File: config.mk
export PLATFORM = sky130hd
export DESIGN_NAME = uart_tx
export DESIGN_NICKNAME = d
export VERILOG_FILES = /design/src/rtl/uart_tx.sv
export SDC_FILE = /design/constraint.sdc
export NUM_CORES = 1
export LEC_CHECK = 0
export ABC_CLOCK_PERIOD_IN_PS = 5750
export CORE_ASPECT_RATIO = 1.4
export CORE_MARGIN = 1
export CORE_UTILIZATION = 45
export DETAILED_ROUTE_END_ITERATION = 16
export DONT_BUFFER_PORTS = 1
export PLACE_DENSITY = 0.63
export SLEW_MARGIN = 25
export SYNTH_ARGS = -nofsm -noshare
export SYNTH_HDL_FRONTEND = slang
export SYNTH_SLANG_ARGS = --single-unit
File: constraint.sdc
create_clock -name clk -period 5.75 [get_ports clk]
set_input_delay 0.8625 -clock clk [delete_from_list [all_inputs] [get_ports clk]]
set_output_delay 0.8625 -clock clk [all_outputs]
set_load 0.005 [all_outputs]
File: src/rtl/uart_tx.sv
// UART transmitter: 8N1/8N2 frames with a one-deep holding register and run-time baud select.
// Define UART_TX_PARITY_EN to insert an even-parity bit between data bit 7 and the stop bit(s).

// Per-bit clock counts for a 50 MHz clock; param.v supplies these when present.
`ifndef BAUD_9600
`define BAUD_9600 13'd5208
`endif
`ifndef BAUD_19200
`define BAUD_19200 13'd2604
`endif
`ifndef BAUD_38400
`define BAUD_38400 13'd1302
`endif
`ifndef BAUD_115200
`define BAUD_115200 13'd434
`endif

module uart_tx #(
    parameter int STOP_BITS = 1
) (
    input  logic       clk,
    input  logic       rst_n,
    input  logic [1:0] baud_sel,
    input  logic [7:0] tx_byte,
    input  logic       tx_byte_vld,
    output logic       tx_rdy,
    output logic       tx_busy,
    output logic       tx_dout
);

`ifdef UART_TX_PARITY_EN
    localparam int PAR_BITS = 1;
`else
    localparam int PAR_BITS = 0;
`endif
    localparam int FRAME = 9 + PAR_BITS + STOP_BITS;
    localparam logic [3:0] LAST_BIT = 4'(FRAME - 1);

    typedef enum logic {
        IDLE,
        SHIFT
    } state_t;

    state_t            r_state;
    logic [7:0]        r_hold;
    logic              r_hold_full;
    logic [FRAME-1:0]  r_shift;
    logic [12:0]       r_baud;
    logic [12:0]       r_cnt_baud;
    logic [3:0]        r_cnt_bit;
    logic              r_busy;

    logic [12:0]       w_baud_cnt;
    logic [FRAME-1:0]  w_frame;
    logic              w_accept;
    logic              w_bit_end;
    logic              w_frame_end;
    logic              w_load;

    always_comb begin
        w_baud_cnt = `BAUD_9600;
        case (baud_sel)
            2'd1:    w_baud_cnt = `BAUD_19200;
            2'd2:    w_baud_cnt = `BAUD_38400;
            2'd3:    w_baud_cnt = `BAUD_115200;
            default: w_baud_cnt = `BAUD_9600;
        endcase
    end

    // Frame image is sent LSB first: start bit in bit 0, stop bits at the top.
`ifdef UART_TX_PARITY_EN
    assign w_frame = {{STOP_BITS{1'b1}}, ^r_hold, r_hold, 1'b0};
`else
    assign w_frame = {{STOP_BITS{1'b1}}, r_hold, 1'b0};
`endif

    assign w_accept    = tx_byte_vld && !r_hold_full;
    assign w_bit_end   = (r_cnt_baud == r_baud - 13'd1);
    assign w_frame_end = (r_state == SHIFT) && w_bit_end && (r_cnt_bit == LAST_BIT);
    // Accept needs an empty holding register and load needs a full one, so they never coincide.
    assign w_load      = r_hold_full && ((r_state == IDLE) || w_frame_end);

    always_ff @(posedge clk or negedge rst_n) begin
        if (!rst_n) begin
            r_state     <= IDLE;
            r_hold      <= 8'd0;
            r_hold_full <= 1'b0;
            r_shift     <= '1;
            r_baud      <= 13'd0;
            r_cnt_baud  <= 13'd0;
            r_cnt_bit   <= 4'd0;
            r_busy      <= 1'b0;
        end else begin
            if (w_accept) begin
                r_hold      <= tx_byte;
                r_hold_full <= 1'b1;
            end
            if (w_load) begin
                r_state     <= SHIFT;
                r_shift     <= w_frame;
                r_baud      <= w_baud_cnt;
                r_cnt_baud  <= 13'd0;
                r_cnt_bit   <= 4'd0;
                r_busy      <= 1'b1;
                r_hold_full <= 1'b0;
            end else if (r_state == SHIFT) begin
                if (!w_bit_end) begin
                    r_cnt_baud <= r_cnt_baud + 13'd1;
                end else if (r_cnt_bit == LAST_BIT) begin
                    r_state    <= IDLE;
                    r_shift    <= '1;
                    r_cnt_baud <= 13'd0;
                    r_cnt_bit  <= 4'd0;
                    r_busy     <= 1'b0;
                end else begin
                    r_shift    <= {1'b1, r_shift[FRAME-1:1]};
                    r_cnt_baud <= 13'd0;
                    r_cnt_bit  <= r_cnt_bit + 4'd1;
                end
            end
        end
    end

    assign tx_rdy  = !r_hold_full;
    assign tx_busy = r_busy;
    assign tx_dout = r_shift[0];

endmodule

==> impl_metrics.yaml <==
status:
  status: "completed"
global_routing:
  use_met1: 0.2794
  grt_pass1_wl_um: 9880
  grt_max_degree: 47
  first_global_vias: 2025
  grtUsageMet3: 0.03415
  grt_remaining_overflow: 0
  grtUsageMet2: 0.3292
  busiest_layer: "met2"
  grt_use_total: 0.2068
  antenna_found_initial: 0
power:
  swShare: 0.3485
  pwr-share-seq: 0.528
  internal_power_mw: 0.6662
  cellLeakagePower_nw: 1.172
  power_mw: 1.023
  clockPowerShare: 0.207
  p_per_area_nw_per_um2: 364.2
  ir_worst_vdd_v: 0.0002353
  combPwrFrac: 0.265
  power_switching_mw: 0.3563
detailed_routing:
  num_vias: 2079
  viasPerCell: 6.097
  drcViolationCount: 0
  dr.pass1.iters: 4
  drt_wl_total_um: 5809
  postRouteAntennaNets: 0
  post_drt_wl_per_cell_um: 17.04
  drt_iter0_markers: 117
sta:
  finalCriticalPeriod_ns: 3.336
  timing.hold.ws_ns: 0.2407
  fmax_mhz: 299.8
  slew_violations: 0
  setup_tns_ns: 0
  hold_viol_final: 0
  slew_headroom: 0.3494
  tightest_slew_ns: 0.9758
  setup_slack_ns: 2.414
  skew_ns: 0.006618
  rsz0062_at_grt: "false"
  fin_crit_sh: 0.5802
  setup_viol_count_final: 0
synthesis:
  yosys_warnings: 0
  syn-cell-area_um2: 2683
  synthArstFlopShare: 1.000
  ys_ff_latch: 46
  synthCells: 277
  synth_area_per_cell_um2: 9.684
  synth_nets: 299
  ys_types: 53
  ys.flop_type: "dfrtp_1"
  yosysSeqAreaShare: 0.4333
  synth-edff-count: 0
cts:
  clock_latency_ns: 0.30
  cts_sinks: 46
  cts_inserted_buffers: 5
  cts_buffer_depth: 2
  ctsHoldBuffers: 0
  cts_max_level: 2
  cts-root-buf: "clkbuf_8"
  clk_pin_slew_ns: 0.10
  cts_setup_buffers: 0
  cts.repair.resized: 0
  cts_tree: "yes"
setup_path:
  cp.required_ns: 5.94
  cpPeakStageDelay_ns: 0.64
  critical-path-top-delay-family: "simple AND/OR/NAND/NOR gates"
  path_class: "flip-flop to flip-flop"
  critPathArrivalTime_ns: 3.53
  path_buf_inv: 1
  start_kind: "flip-flop"
  worstPathCellList: "inv_1, ha_1, or4_1, a211oi_2, nor3_1, o41a_1, nand2b_4, mux2_4"
  ff2ff_setup_slack_ns: 2.41
  cp-end-kind: "flip-flop"
  worst_path_max_delay_cell: "o41a_1"
  path_max_fanout: 16
cells_and_area:
  finalNetCount: 294
  diodes: 0
  regArea_um2: 1162
  fin_util: 0.4973
  nFillCells: 529
  syn_to_final_growth_pct: 4.664
  drive_gt1_frac: 0.1355
  multi_input_area_um2: 1418
placement:
  hpwl_um: 4020
  place.gp.congestion: 0.8015
  dp_worst_setup_slack_ns: 2.453
  portBuffers: 0
floorplan:
  die_h_um: 93.36
  start_util: 0.4752
  rows: 32
  die_x_um: 67.26
  coreArea_um2: 5645
  ios: 16
  die-area_um2: 6279
worst_hold_path:
  hp-class: "primary input to asynchronous set/reset pin"
flow_run:
  cap_viol_max_count: 0
[cell type report]
| class | count | area share |
|---|---|---|
| clock buffers | 5 | 0.02451 |
| clock inverters | 3 | 0.008913 |
| inverters | 13 | 0.01738 |
| multi-input cells | 206 | 0.5049 |
| flip-flops and latches | 46 | 0.4140 |
| well taps | 68 | 0.03030 |
[stage by stage]
stage / area [um2] / std cells
2_1_floorplan: 2683 / 277
3_3_place_gp: 2711 / 333
3_5_place_dp: 2714 / 333
4_1_cts: 2808 / 341
5_1_grt: 2808 / 341
6_report: 2808 / 341
[cells in the mapped netlist (2+ instances only)]
master / count / area, um2
and3b_1: 2 / 17.52
a21oi_1: 12 / 60.06
a41oi_1: 2 / 17.52
o32ai_1: 8 / 70.07
o211a_1: 2 / 20.02
clkbuf_1: 10 / 37.54
or2_2: 2 / 12.51
nand2_1: 13 / 48.80
or3_1: 5 / 31.28
nor2b_1: 5 / 31.28
nand3_1: 8 / 40.04
o2111ai_1: 2 / 17.52
and3_1: 6 / 37.54
nor3b_1: 2 / 15.01
nor4_1: 2 / 12.51
ha_1: 9 / 112.6
dfrtp_1: 37 / 925.9
a22o_1: 2 / 17.52
nor2_1: 19 / 71.32
o22ai_1: 2 / 12.51
inv_1: 12 / 45.04
dfstp_2: 9 / 236.5
a2bb2oi_1: 2 / 17.52
o21ai_0: 36 / 180.2
nand4_1: 2 / 12.51
mux2_4: 4 / 60.06
nor3_1: 5 / 25.02
xor2_1: 5 / 43.79
nand2b_1: 2 / 12.51
a31oi_1: 9 / 56.30
mux2i_1: 3 / 30.03
xnor2_1: 7 / 61.31
a21o_1: 2 / 15.01
mux2_2: 8 / 90.09
buf_6: 2 / 22.52
nor3_2: 2 / 20.02
[state kept, by name, summed over array words and instances (netlist names)]
name	cells
r_cnt_bit	4
tx_busy	1
r_shift	9
r_baud	9
r_state	1
r_cnt_baud	13
r_hold_full	1
r_hold	8
[cells in the final DEF, fill, tap and decap left out, types with 9 or more instances in the layout]
cell     netlist  layout
nor2_1        19      18
a31oi_1        9       9
o21ai_0       36      36
inv_1         12      12
ha_1           9       9
dfrtp_1       37      37
a21oi_1       12      11
nand2_1       13      13
dfstp_2        9       9
[kinds of logic (layout without fill, tap and decap cells)]
group | after synthesis | after routing | share of synthesized area
compound gates | 89 | 89 | 0.2136
simple gates | 81 | 81 | 0.1642
flops | 46 | 46 | 0.4333
buf+inv | 25 | 21 | 0.04058
mux | 15 | 15 | 0.06717
xor+xnor | 12 | 12 | 0.03918
fa+ha+maj | 9 | 9 | 0.04198
[power groups by stage]
stage / clock network, mW / logic (mW) / registers (mW)
after floorplan: 0 / 0.242 / 0.505
final: 0.211 / 0.271 / 0.540
after global routing: 0.230 / 0.301 / 0.555
after detailed placement: 0 / 0.269 / 0.544
after CTS: 0.216 / 0.270 / 0.538
after global placement: 0 / 0.263 / 0.544
[path summary, 6_finish.rpt]
| check | startpoint | to | depth (start not counted) |
|---|---|---|---|
| worst max-delay path | r_baud[8] | r_baud[6] | 8 |
| worst min-delay path | rst_n | r_cnt_baud[6] | 0 |
| worst max register to register | r_baud[8] | r_baud[6] | 8 |
| worst min register to register | r_shift[8] | r_shift[8] | 2 |
| max in group asynchronous | rst_n | r_shift[3] | 0 |
| min in group clk | r_shift[8] | r_shift[8] | 2 |
[per-layer routing]
| metal | share of wire | wire (um) |
|---|---|---|
| met3 | 0.024 | 139 |
| met2 | 0.50 | 2882 |
| met1 | 0.46 | 2688 |
| met5 | 0 | 0 |
| met4 | 0.017 | 99 |
(Power assumes the default switching activity.)
